==> src/rtl/cache_bus_pkg.sv <==
// cache_bus_pkg: bus op codes, snoop/MESI encodings and next-state rule for the L2 bus sequencer
package cache_bus_pkg;
  localparam logic [7:0] OP_NOP        = 8'h00;
  localparam logic [7:0] OP_READ       = 8'h01;
  localparam logic [7:0] OP_WRITE      = 8'h02;
  localparam logic [7:0] OP_INVALIDATE = 8'h03;
  localparam logic [7:0] OP_RWIM       = 8'h04;
  typedef enum logic [1:0] {SNOOP_NOHIT, SNOOP_HIT, SNOOP_HITM, SNOOP_RSVD} snoop_t;
  typedef enum logic [1:0] {MESI_I, MESI_S, MESI_E, MESI_M} mesi_t;
  typedef enum logic [1:0] {IDLE, DRIVE, RESP} state_t;
  function automatic logic op_legal(input logic [7:0] op);
    return op >= OP_READ && op <= OP_RWIM;
  endfunction
  function automatic mesi_t next_mesi(input logic [7:0] op, input logic [1:0] snoop);
    return snoop == SNOOP_RSVD ? MESI_I :
           op == OP_READ ? (snoop == SNOOP_NOHIT ? MESI_E : MESI_S) :
           op == OP_WRITE ? MESI_I : MESI_M;
  endfunction
endpackage

==> src/rtl/sat_counter.sv <==
// sat_counter: statistics counter that sticks at all-ones instead of wrapping
module sat_counter #(
  parameter int counterWidth = 16
) (
  input  logic                    clk,
  input  logic                    rst_n,
  input  logic                    clear,
  input  logic                    inc,
  output logic [counterWidth-1:0] count
);
  // count up on inc, hold once saturated
  always_ff @(posedge clk or negedge rst_n)
    if (!rst_n) count <= '0;
    else if (clear) count <= '0;
    else if (inc && count != '1) count <= count + 1'b1;
endmodule

==> src/rtl/bus_op_sequencer.sv <==
// bus_op_sequencer: drives one L2 bus op onto the snoop interface, samples the result, reports MESI state
module bus_op_sequencer
  import cache_bus_pkg::*;
#(
  parameter int addressSize  = 32,
  parameter int snoopWait    = 2,
  parameter int counterWidth = 16
) (
  input  logic                    clk,
  input  logic                    rst_n,
  input  logic                    reqValid,
  output logic                    reqReady,
  input  logic [7:0]              reqOp,
  input  logic [addressSize-1:0]  reqAddr,
  output logic [addressSize-1:0]  busAddress,
  output logic [7:0]              busOperation,
  input  logic [1:0]              snoopBus,
  output logic                    rspValid,
  input  logic                    rspReady,
  output logic [1:0]              rspResult,
  output logic [1:0]              rspNextState,
  output logic                    rspError,
  output logic [counterWidth-1:0] opCount,
  output logic [counterWidth-1:0] hitCount,
  output logic [counterWidth-1:0] hitmCount
);
  localparam int WW = $clog2(snoopWait + 1);
  state_t state, state_nx;
  logic [WW-1:0] wait_cnt;
  logic accept, sample, legal;
  assign reqReady = state == IDLE;
  assign rspValid = state == RESP;
  assign accept   = reqValid && reqReady;
  assign legal    = op_legal(reqOp);
  assign sample   = state == DRIVE && wait_cnt == WW'(1);
  // state register
  always_ff @(posedge clk or negedge rst_n)
    if (!rst_n) state <= IDLE;
    else state <= state_nx;
  // next state: illegal ops skip the bus entirely
  always_comb begin
    state_nx = state;
    state_nx = state == IDLE  ? (accept ? (legal ? DRIVE : RESP) : IDLE) :
               state == DRIVE ? (sample ? RESP : DRIVE) :
               (rspReady ? IDLE : RESP);
  end
  // bus drive, wait countdown and response capture
  always_ff @(posedge clk or negedge rst_n)
    if (!rst_n) begin
      wait_cnt     <= '0;
      busAddress   <= '0;
      busOperation <= OP_NOP;
      rspResult    <= SNOOP_NOHIT;
      rspNextState <= MESI_I;
      rspError     <= 1'b0;
    end else begin
      if (accept) begin
        wait_cnt <= WW'(snoopWait);
        if (legal) begin
          busAddress   <= reqAddr;
          busOperation <= reqOp;
        end else begin
          rspResult    <= SNOOP_NOHIT;
          rspNextState <= MESI_I;
          rspError     <= 1'b1;
        end
      end
      if (state == DRIVE) wait_cnt <= wait_cnt - 1'b1;
      if (sample) begin
        busAddress   <= '0;
        busOperation <= OP_NOP;
        rspResult    <= snoopBus;
        rspNextState <= next_mesi(busOperation, snoopBus);
        rspError     <= snoopBus == SNOOP_RSVD;
      end
    end
  sat_counter #(.counterWidth(counterWidth)) u_op (
    .clk(clk), .rst_n(rst_n), .clear(1'b0),
    .inc(sample && snoopBus != SNOOP_RSVD), .count(opCount)
  );
  sat_counter #(.counterWidth(counterWidth)) u_hit (
    .clk(clk), .rst_n(rst_n), .clear(1'b0),
    .inc(sample && snoopBus == SNOOP_HIT), .count(hitCount)
  );
  sat_counter #(.counterWidth(counterWidth)) u_hitm (
    .clk(clk), .rst_n(rst_n), .clear(1'b0),
    .inc(sample && snoopBus == SNOOP_HITM), .count(hitmCount)
  );
endmodule
==> config.mk <==
export PLATFORM = sky130hd
export DESIGN_NAME = bus_op_sequencer
export DESIGN_NICKNAME = d
export VERILOG_FILES = /design/src/rtl/cache_bus_pkg.sv /design/src/rtl/sat_counter.sv /design/src/rtl/bus_op_sequencer.sv
export SDC_FILE = /design/constraint.sdc
export NUM_CORES = 1
export LEC_CHECK = 0
export ABC_AREA = 1
export BUFFER_PORTS_ARGS = -buffer_cell sky130_fd_sc_hd__buf_2
export CAP_MARGIN = 20
export CELL_PAD_IN_SITES_DETAIL_PLACEMENT = 1
export CELL_PAD_IN_SITES_GLOBAL_PLACEMENT = 2
export CORE_ASPECT_RATIO = 0.6
export CORE_MARGIN = 4
export CORE_UTILIZATION = 26
export DETAILED_ROUTE_END_ITERATION = 6
export PLACE_DENSITY = 0.73
export REMOVE_ABC_BUFFERS = 1
export SYNTH_ARGS = -nofsm -noshare
export SYNTH_HDL_FRONTEND = slang
export SYNTH_SLANG_ARGS = --single-unit
==> constraint.sdc <==
create_clock -name clk -period 1.6 [get_ports clk]
set_input_delay 0.08 -clock clk [delete_from_list [all_inputs] [get_ports clk]]
set_output_delay 0.08 -clock clk [all_outputs]
set_load 0.01 [all_outputs]
==> impl_results.md <==
- CP arrival: 1790 ps
- Layout cells sized above 1: 28.13%
- Worst path required time: 1850 ps
- Clock root cell: clkbuf_16
- Antenna fix cells: 0
- Status: complete, no violations
- Max-capacitance violation count: 0
- Most used flip-flop cell after synthesis: dfrtp_1
- CP endpoint kind: register
- Post-layout min period: 1541 ps
- Synth warnings: 0
- Worst-Skew Late Latency: 360 ps
- Yosys top cell by area: dfrtp_1
- Reg power frac: 45.0%
- IO buf count: 140
- Share of async-settable or async-resettable flops after synthesis: 100.0%
- Clk_skew: 9.468 ps
- CTS tree: done
- Critical-path cell list: inv_2 -> ha_4 -> inv_2 -> nor2_4 -> nand3_2 -> buf_6 -> nor2_4 -> buf_6 -> nand2_2 -> nand2_1 -> nand2_1
- Total gr overflow: 0
- Setup-failing EPs final: 0
- Setup TNS: 0 ps
- Fill cell count: 2361
- Synth Area in Compound Gates: 2.557%
- CP peak stage delay: 380 ps
- Largest family of logic cells by synthesized area: simple AND/OR/NAND/NOR gates
- Initial antenna violation count: 1
- Clk pwr share: 44.4%
- Top cell type's share of synthesized area: 47.70%
- WS Path Type: reg -> reg
- DR vias: 5434
- Routed length per placed instance: 15.75 µm
- GR Util All Layers: 17.11%
- HPWL after DPL: 13560 µm
- Width of the die: 188.6 µm
- Number of buffers created by CTS: 9
- Register clock-pin slew on the reported worst setup and hold paths: 80 ps
- Vias in the first global route: 5750
- First-pass iteration count of the detailed router: 4
- Area contributors post-synth: dfrtp_1, nand2_1, nand3_1
- Row count: 39
- Post-synthesis mux area share: 0%
- LEAKAGE: 3.913 nW
- Pin count of the biggest net entering global routing: 44
- Pwr Total: 5.858 mW
- Seq/Total Area, Yosys: 47.70%
- Adder-cell share of the synthesized area: 0.9835%
- Placer Congestion: 0.7659
- Hold slack: 18.81 ps
- First-pass GRT wire length: 30220 µm
- Slew HR: 66.05%
- Unrepaired setup endpoints after global routing: true
- CP max stage cell: dfrtp_1
- DRT iter0 DRCs: 253
- Post-Place Cells: 1120
- Mapped cell area: 5089 µm²
- Switching Fraction: 25.11%
- Initial core utilization: 26.60%
- Die Y-Extent: 116.4 µm
- Xor and xnor area share after synthesis: 3.614%
- Die area: 21950 µm²
- # DRC: 0
- Final hold vios: 0
- Max clock buf depth: 2
- Nets@finish: 955
- Power Dens Cells: 792.0 nW/µm²
- CTS Sinks: 97
- Int Power: 4.387 mW
- Ports: 141
- Worst Hold Class: in -> reg
- Slew @ Worst Pin: 509.2 ps
- Max Slew Vio Count: 0
- Vias/cell: 4.621
- Final period utilization: 96.31%
- Final Util: 38.67%
- Commonest cells post-synth: nand2_1, nand3_1, dfrtp_1, nor2_1, inv_1
- Most common cell in the netlist: nand2_1
- P&R area growth vs syn: 45.37%
- EDFF count, synth: 0
- Area of the core: 19130 µm²
- Syn Area/Cell: 7.483 µm²
- Highest net fanout along the worst path: 4
- FF+latch count, synth: 97
- Post-synthesis cell count: 680
- Final ANT Viol Nets: 0
- Post-synthesis simple-gate area fraction: 39.51%
- Max frequency: 648.9 MHz
- Nature of the critical path startpoint: register
- Fin cells: 1176
- Distinct cell type count after synthesis: 30
- Detailed-route wire length: 18530 µm
- H-tree levels: 3
- Combinational fraction of design power: 10.6%
- VDD IR-drop max: 0.0004625 V
- Switch Pwr: 1.471 mW
[sequential cells by signal (all words and copies together), names as in the netlist]
name / count
busAddress: 32
busOperation: 8
rspError: 1
rspNextState: 2
rspResult: 2
state: 2
u_hit.count: 16
u_hitm.count: 16
u_op.count: 16
wait_cnt: 2
[through the flow]
stage / worst slack (ps) / cell area [µm²]
3_5_place_dp: -139.5 / 6518
3_3_place_gp: 3.717 / 6518
6_report: 59.00 / 7397
2_1_floorplan: -632.0 / 4986
5_1_grt: -32.88 / 7397
4_1_cts: 14.12 / 7276
[power by group through the flow]
stage	clock, mW	combinational [mW]	sequential [mW]
floorplan	0	0.158	2.73
global placement	0	0.534	2.67
detailed placement	0	0.553	2.68
CTS	2.70	0.628	2.63
global route	2.78	0.698	2.65
finish	2.60	0.621	2.63
[routing by layer]
metal | vias to the layer above | wire, µm | GRT usage [%]
li1 | 2644 | - | -
met1 | 2666 | 9045 | 23.18
met2 | 103 | 8321 | 27.64
met3 | 19 | 928 | 4.719
met4 | 2 | 218 | 4.027
met5 | - | 13 | 0
[logic make-up (layout without fill, tap and decap cells)]
kind of cell | Yosys count | count (layout)
and+or+nand+nor | 465 | 465
DFF | 97 | 97
buffers and inverters | 71 | 301
AOI/OAI and AO/OA | 22 | 22
xor gates and xnor gates | 21 | 21
adders and majority gates | 4 | 4
[final cells by class]
cell class | count | area [µm²] | area share, %
clock buffer | 9 | 225.2 | 3.045
clock inverter | 7 | 125.1 | 1.691
inverter | 49 | 188.9 | 2.554
multi-input combinational | 512 | 2461 | 33.27
timing repair buffer | 236 | 1630 | 22.04
tap | 266 | 332.8 | 4.499
sequential | 97 | 2434 | 32.90
[layout by cell type, fill, tap and decap left out, types with 4 or more instances in the layout]
master	netlist	final
buf_12	0	6
buf_2	7	139
buf_4	1	47
buf_6	1	5
clkbuf_16	0	10
dfrtp_1	97	92
dfrtp_2	0	5
dlygate4sd3_1	0	38
inv_1	44	41
inv_2	5	7
nand2_1	240	236
nand2_2	3	7
nand3_1	131	128
nand3_2	1	4
nand4_1	16	16
nor2_1	59	55
nor2_2	5	5
nor2_4	1	5
o21ai_0	13	13
xnor2_1	15	15
xor2_1	6	6
[path summary, 6_finish.rpt]
path | start | slack (ps) | endpoint | cells after the start
worst min register to register | busAddress[19] | 500 | busAddress[19] | 2
worst max register to register | wait_cnt[1] | 60 | u_hit.count[12] | 11
max in group asynchronous | rst_n | 750 | busAddress[25] | 3
worst max-delay path | wait_cnt[1] | 60 | u_hit.count[12] | 11
min in group asynchronous | rst_n | 240 | u_op.count[8] | 2
worst min-delay path | reqOp[1] | 20 | busOperation[1] | 3
[repair_timing]
| item | 4_1_cts | 5_1_grt |
|---|---|---|
| hold buffers | 38 | 0 |
| gates cloned | 0 | 1 |
| pin swaps | 0 | 6 |
| setup endpoints to repair | 21 | 52 |
| hold endpoints to repair | 67 | 0 |
| gates resized for setup | 6 | 30 |
| buffers inserted | 0 | 1 |
[worst max-delay path, delay by kind of cell, from the launching register on]
kind / cells / cell delay [ps]
fa+ha+maj: 1 / 160
flops: 1 / 380
simple gates: 6 / 500
buf+inv: 4 / 390
Note: power is estimated with default switching activity, not from simulation.
